===== src/rtl/acc_echo_gen.sv =====
// NoC accelerator tile: buffers one packet, echoes it back to the sender.
// Define ACC_SUM_EN to append a 32-bit checksum word to every response.
module acc_echo_gen #(
  parameter int XY_SZ  = 4,
  parameter int DATA_W = 32,
  parameter int DEPTH  = 16
) (
  input  logic                clk_line,
  input  logic                clk_line_rst_high,
  input  logic [2*XY_SZ-1:0]  HsrcId,
  input  logic                stream_in_TVALID,
  input  logic [DATA_W-1:0]   stream_in_TDATA,
  input  logic [DATA_W/8-1:0] stream_in_TKEEP,
  input  logic                stream_in_TLAST,
  output logic                stream_in_TREADY,
  input  logic                stream_out_TREADY,
  output logic                stream_out_TVALID,
  output logic [DATA_W-1:0]   stream_out_TDATA,
  output logic [DATA_W/8-1:0] stream_out_TKEEP,
  output logic                stream_out_TLAST,
  input  logic                mem_valid_axi,
  input  logic [31:0]         mem_addr_axi,
  input  logic [31:0]         mem_wdata_axi,
  input  logic                mem_wstrb_axi,
  output logic [31:0]         mem_rdata_axi
);

  localparam int KW = DATA_W / 8;
  localparam int AW = $clog2(DEPTH);
  localparam int CW = AW + 1;
  localparam logic [CW-1:0] FULL = CW'(DEPTH);

`ifdef ACC_SUM_EN
  localparam bit SUM_EN = 1'b1;
`else
  localparam bit SUM_EN = 1'b0;
`endif

  typedef enum logic [2:0] {
    RX_HDR, RX_DATA, TX_HDR, TX_DATA, TX_SUM
  } state_t;

  localparam state_t TAIL = SUM_EN ? TX_SUM : RX_HDR;

  state_t            state, state_n;
  logic [CW-1:0]     cnt_q, cnt_n;
  logic [CW-1:0]     idx_q, idx_n;
  logic [DATA_W-1:0] hdr_q;
  logic [DATA_W-1:0] buf_mem [DEPTH];
  logic              dropped;

  logic [31:0] rx_cnt, tx_cnt, drop_cnt;

  logic              valid_d, last_d;
  logic [DATA_W-1:0] data_d;
  logic [KW-1:0]     keep_d;
  logic [DATA_W-1:0] hdr_src, resp;

  logic in_fire, out_fire, hdr_fire;
  logic store, discard, drop_inc;
  logic rx_inc, tx_inc, wr, rd;
  logic [1:0] sel;

  logic unused;
  assign unused = ^{mem_addr_axi[31:4], mem_addr_axi[1:0],
                    mem_wdata_axi, stream_in_TKEEP};

  assign stream_in_TREADY = ~clk_line_rst_high &
                            (state == RX_HDR || state == RX_DATA);

  assign in_fire  = stream_in_TVALID & stream_in_TREADY;
  assign out_fire = stream_out_TVALID & stream_out_TREADY;
  assign hdr_fire = in_fire & (state == RX_HDR);
  assign store    = in_fire & (state == RX_DATA) & (cnt_q != FULL);
  assign discard  = in_fire & (state == RX_DATA) & (cnt_q == FULL);
  assign drop_inc = discard & ~dropped;
  assign rx_inc   = in_fire & stream_in_TLAST;
  assign tx_inc   = out_fire & stream_out_TLAST;

  always_ff @(posedge clk_line) begin
    if (clk_line_rst_high) state <= RX_HDR;
    else                   state <= state_n;
  end

  always_comb begin
    state_n = state;
    cnt_n   = cnt_q;
    idx_n   = idx_q;
    unique case (state)
      RX_HDR: if (in_fire) begin
        cnt_n   = '0;
        state_n = stream_in_TLAST ? TX_HDR : RX_DATA;
      end
      RX_DATA: begin
        if (store) cnt_n = cnt_q + CW'(1);
        if (in_fire && stream_in_TLAST) state_n = TX_HDR;
      end
      TX_HDR: if (out_fire) begin
        idx_n   = '0;
        state_n = (cnt_q != '0) ? TX_DATA : TAIL;
      end
      TX_DATA: if (out_fire) begin
        if (idx_q == cnt_q - CW'(1)) state_n = TAIL;
        else                         idx_n = idx_q + CW'(1);
      end
      TX_SUM: if (out_fire) state_n = RX_HDR;
      default: state_n = RX_HDR;
    endcase
  end

`ifdef ACC_SUM_EN
  logic [31:0] sum_q;
  always_ff @(posedge clk_line) begin
    if (clk_line_rst_high) sum_q <= '0;
    else if (hdr_fire)     sum_q <= '0;
    else if (store)        sum_q <= sum_q + 32'(stream_in_TDATA);
  end
`endif

  // A header-only packet goes straight to TX_HDR, so use the live beat.
  always_comb begin
    hdr_src = (state == RX_HDR) ? stream_in_TDATA : hdr_q;
    resp    = hdr_src;
    resp[2*XY_SZ-1:0]       = hdr_src[4*XY_SZ-1:2*XY_SZ];
    resp[4*XY_SZ-1:2*XY_SZ] = HsrcId;
  end

  always_comb begin
    valid_d = 1'b0;
    data_d  = '0;
    keep_d  = '0;
    last_d  = 1'b0;
    unique case (state_n)
      TX_HDR: begin
        valid_d = 1'b1;
        keep_d  = {KW{1'b1}};
        data_d  = resp;
        last_d  = ~SUM_EN & (cnt_n == '0);
      end
      TX_DATA: begin
        valid_d = 1'b1;
        keep_d  = {KW{1'b1}};
        data_d  = buf_mem[idx_n[AW-1:0]];
        last_d  = ~SUM_EN & (idx_n == cnt_n - CW'(1));
      end
`ifdef ACC_SUM_EN
      TX_SUM: begin
        valid_d = 1'b1;
        keep_d  = {KW{1'b1}};
        data_d  = DATA_W'(sum_q);
        last_d  = 1'b1;
      end
`endif
      default: ;
    endcase
  end

  always_ff @(posedge clk_line) begin
    if (clk_line_rst_high) begin
      stream_out_TVALID <= 1'b0;
      stream_out_TDATA  <= '0;
      stream_out_TKEEP  <= '0;
      stream_out_TLAST  <= 1'b0;
    end else if (!stream_out_TVALID || stream_out_TREADY) begin
      stream_out_TVALID <= valid_d;
      stream_out_TDATA  <= data_d;
      stream_out_TKEEP  <= keep_d;
      stream_out_TLAST  <= last_d;
    end
  end

  always_ff @(posedge clk_line) begin
    if (clk_line_rst_high) begin
      cnt_q   <= '0;
      idx_q   <= '0;
      hdr_q   <= '0;
      dropped <= 1'b0;
    end else begin
      cnt_q <= cnt_n;
      idx_q <= idx_n;
      if (hdr_fire) begin
        hdr_q   <= stream_in_TDATA;
        dropped <= 1'b0;
      end else if (drop_inc) begin
        dropped <= 1'b1;
      end
    end
  end

  always_ff @(posedge clk_line) begin
    if (store) buf_mem[cnt_q[AW-1:0]] <= stream_in_TDATA;
  end

  assign wr  = mem_valid_axi & mem_wstrb_axi;
  assign rd  = mem_valid_axi & ~mem_wstrb_axi;
  assign sel = mem_addr_axi[3:2];

  // A clear from the register port beats a same-cycle increment.
  always_ff @(posedge clk_line) begin
    if (clk_line_rst_high) begin
      rx_cnt   <= '0;
      tx_cnt   <= '0;
      drop_cnt <= '0;
    end else begin
      rx_cnt   <= (wr && sel == 2'd1) ? '0 : rx_cnt + 32'(rx_inc);
      tx_cnt   <= (wr && sel == 2'd2) ? '0 : tx_cnt + 32'(tx_inc);
      drop_cnt <= (wr && sel == 2'd3) ? '0 : drop_cnt + 32'(drop_inc);
    end
  end

  always_ff @(posedge clk_line) begin
    if (clk_line_rst_high) begin
      mem_rdata_axi <= '0;
    end else if (rd) begin
      unique case (sel)
        2'd0: mem_rdata_axi <= {31'd0, state != RX_HDR};
        2'd1: mem_rdata_axi <= rx_cnt;
        2'd2: mem_rdata_axi <= tx_cnt;
        2'd3: mem_rdata_axi <= drop_cnt;
        default: mem_rdata_axi <= '0;
      endcase
    end
  end

endmodule


===== config.mk =====
export PLATFORM = sky130hd
export DESIGN_NAME = acc_echo_gen
export DESIGN_NICKNAME = d
export VERILOG_FILES = /design/src/rtl/acc_echo_gen.sv
export SDC_FILE = /design/constraint.sdc
export NUM_CORES = 1
export LEC_CHECK = 0
export CORE_UTILIZATION = 40
export DETAILED_ROUTE_END_ITERATION = 10
export MAX_ROUTING_LAYER = met4
export SETUP_SLACK_MARGIN = 0.3
export SYNTH_ARGS = -nofsm -noshare
export SYNTH_HDL_FRONTEND = slang
export SYNTH_SLANG_ARGS = --single-unit

===== constraint.sdc =====
create_clock -name clk_line -period 9.5 [get_ports clk_line]
set_input_delay 1.425 -clock clk_line [delete_from_list [all_inputs] [get_ports clk_line]]
set_output_delay 1.425 -clock clk_line [all_outputs]
set_load 0.03 [all_outputs]

==> flow_metrics.tcl <==
set metrics [dict create \
    clk_latency_ps 630 \
    cp.required_ps 9990 \
    seqCellArea_mm2 0.0194 \
    clkPwrFrac 0.449 \
    cts_buffer_depth 3 \
    n_antenna_cell 0 \
    placed_cell_area_mm2 0.0322 \
    grt_pass1_wl_um 122000 \
    synth.distinct_cells 71 \
    status "finished clean" \
    first_iter_violations 1849 \
    ys_seq_elements 712 \
    root_buffer "clkbuf_16" \
    ys_seq_area_frac 0.645 \
    port_buffers 119 \
    drt-total-wl_um 80200 \
    endpoint_kind "flop" \
    synth_fa_ha_area_frac 0.00499 \
    p_seq_frac 0.507 \
    arrival_ps 6150 \
    start_util 0.404 \
    postRouteAntennaNets 0 \
    reg2reg_depth 10 \
    worstHoldStart "hdr_q[19]" \
    crit_start "stream_out_TREADY" \
    min_period_ps 5660 \
    syn_inst 2461 \
    die-area_mm2 0.0763 \
    synth.area.top_cells "edfxtp_1 (51%), dfxtp_1 (13%), mux2i_1 (5.0%)" \
    syn_area_mm2 0.0301 \
    grt_pass1_vias 19900 \
    die_height_um 276 \
    tns_ps 0 \
    drv_cap 0 \
    synth_top_family_by_area "compound AO/OA/AOI/OAI gates" \
    synth_nets 2588 \
    hold_path.class "flop to flop" \
    ir_worst_vdd_uv 141 \
    start_kind "primary input" \
    multi_input_comb_area_mm2 0.00998 \
    tightest_slew_ps 1220 \
    die_width_um 276 \
    final_cell_area_mm2 0.0348 \
    p_int_uw 5190 \
    worst_slack_ps 3840 \
    cts_hold_buf 0 \
    postCtsResizedCells 0 \
    wire_per_inst_um 22.4 \
    gp_congestion 0.824 \
    postCtsSetupBuffers 0 \
    critPathKind "primary input to flop" \
    via_count 20400 \
    ys_async_sr_fraction 0 \
    synth_top_area_frac 0.511 \
    nNetsFinal 2673 \
    p_switching_uw 1460 \
    numCtsBuffers 78 \
    grt_max_degree 92 \
    vias_per_cell 5.70 \
    io_pins 186 \
    clock_sinks 712 \
    reg2reg_to "stream_out_TDATA[3]" \
    power_frac_comb 0.044 \
    hold_viol_final 0 \
    sw_frac_of_total 0.219 \
    rows 100 \
    rsz0062_at_grt "false" \
    utilization 0.468 \
    leakage_uw 0.0113 \
    fillers 6538 \
    gr-usage-all-layers 0.215 \
    cts_tree "built" \
    muxShareOfSynthArea 0.0630 \
    setup-violations-final 0 \
    first_pass_iters 5 \
    clock_skew_ps 27.1 \
    hpwl_um 44800 \
    synth_edf_count 512 \
    drive_above_1_share 0.0980 \
    synth_compound_area_frac 0.118 \
    cp_max_fo 56 \
    rrSetupSlack_ps 4660 \
    syn_to_final_growth_pct 15.8 \
    synth_ff_type "edfxtp_1" \
    core_area_mm2 0.0744 \
    relSlewSlack 0.184 \
    antenna_found_initial 0 \
    drc 0 \
    worstReg2RegStart "stream_out_TKEEP[2]" \
    yosysWarnings 0 \
    power_density_mw_per_mm2 191 \
    hold_depth 2 \
    layout_worst_path_cycle_share 0.596 \
    whs_endpoint "hdr_q[19]" \
    htreeDepth 3 \
    synth-simple-area-share 0.113 \
    avgSynthCellArea_um2 12.2 \
    synth_xor_area_frac 0.0250 \
    slew_violations 0 \
    synth_area_leader_cell "edfxtp_1" \
    clk_pin_slew_ps 60 \
    max_freq_mhz 177 \
    overflow 0 \
    dpl_worst_slack_ps 3220 \
]
-- state kept, by name, indices dropped and copies added, names as in the netlist --
signal and cells:
buf_mem 512, cnt_q 5, drop_cnt 32, dropped 1
hdr_q 24, idx_q 5, mem_rdata_axi 32, rx_cnt 32
state 3, stream_out_TDATA 32, stream_out_TKEEP 1, stream_out_TLAST 1
tx_cnt 32
-- synth_stat cells, types with 9 or more instances --
| master | n |
|---|---|
| buf_4 | 19 |
| o2111ai_1 | 9 |
| nor3_1 | 26 |
| o21bai_1 | 25 |
| xor2_1 | 55 |
| xnor2_1 | 29 |
| nand4_1 | 19 |
| or3_1 | 28 |
| and3_1 | 25 |
| nand3_1 | 77 |
| buf_6 | 11 |
| a21oi_1 | 147 |
| nor2_1 | 325 |
| ha_1 | 12 |
| edfxtp_1 | 512 |
| dfxtp_1 | 200 |
| nor4_1 | 25 |
| a22oi_1 | 89 |
| nand2_1 | 189 |
| o311a_1 | 28 |
| o21ai_0 | 56 |
| buf_2 | 25 |
| nor2b_1 | 17 |
| a31oi_1 | 15 |
| mux2i_1 | 151 |
| inv_1 | 23 |
| a221oi_1 | 27 |
| mux2_2 | 32 |
| a211oi_1 | 74 |
| clkbuf_1 | 100 |
-- through the flow --
| stage | std cells | hold WS, ps | power [uW] |
|---|---|---|---|
| after global placement | 3435 | 442 | 3720 |
| final | 3580 | 456 | 6640 |
| after floorplan | 2461 | 436 | 3580 |
| after CTS | 3580 | 455 | 6690 |
| after global routing | 3580 | 472 | 6840 |
| after detailed placement | 3435 | 447 | 3730 |
-- worst max path at each step --
stage | to | slack (ps) | depth (start not counted)
final | stream_out_TDATA[3] | 3840 | 11
after global routing | stream_out_TDATA[3] | 3670 | 11
after CTS | stream_out_TDATA[3] | 3890 | 11
after detailed placement | stream_out_TDATA[3] | 3220 | 11
after global placement | stream_out_TDATA[3] | 3370 | 11
after floorplan | buf_mem[8][0] | 4770 | 5
-- cells by family after synthesis --
| group | count (synthesis) |
|---|---|
| mux | 184 |
| fa+ha+maj | 12 |
| flops | 712 |
| compound gates | 519 |
| simple gates | 760 |
| buf+inv | 189 |
| xor+xnor | 85 |
-- worst max-delay path, stage by stage --
cell             delay [ps]
clkdlybuf4s50_1         560
and2_1                  350
nand3b_4                230
or4_1                   570
a21oi_4                 760
a21o_4                  700
buf_4                   570
o311a_1                 250
a211oi_1                 50
nor4_1                  530
a21oi_1                 120
-- layout by cell type, fill, tap and decap left out, types with 22 or more instances in the layout --
cell type	Yosys	final
edfxtp_1	512	512
nor2_1	325	314
dfxtp_1	200	200
nand2_1	189	189
mux2i_1	151	151
a21oi_1	147	144
clkdlybuf4s50_1	0	118
a22oi_1	89	89
clkbuf_16	0	80
nand3_1	77	76
a211oi_1	74	73
o21ai_0	56	56
xor2_1	55	55
buf_4	19	52
mux2_2	32	32
xnor2_1	29	29
or3_1	28	28
o311a_1	28	28
a221oi_1	27	27
nor4_1	25	25
o21bai_1	25	24
inv_1	23	23
and3_1	25	22
-- final cells by class --
| cell class | instances | share of cell area |
|---|---|---|
| Clock buffer | 109 | 0.0644 |
| Clock inverter | 36 | 0.00927 |
| Inverter | 23 | 0.00248 |
| Multi-Input combinational cell | 1560 | 0.287 |
| Sequential cell | 712 | 0.557 |
| Tap cell | 969 | 0.0348 |
| Timing Repair Buffer | 171 | 0.0457 |
-- power groups by stage --
stage / Combinational (uW) / Clock, uW / Sequential, uW
after floorplan: 119 / 0 / 3460
after global placement: 286 / 0 / 3430
after detailed placement: 293 / 0 / 3430
after CTS: 294 / 3030 / 3370
after global routing: 315 / 3150 / 3370
final: 294 / 2980 / 3370
-- layer usage --
layer / vias to the layer above / part of all wire / track usage
li1: 9364 / - / -
met1: 10200 / 0.44 / 0.282
met2: 681 / 0.47 / 0.342
met3: 154 / 0.056 / 0.0284
met4: 0 / 0.032 / 0.0749
met5: - / 0 / -
Power figures use the tool's default switching activity.
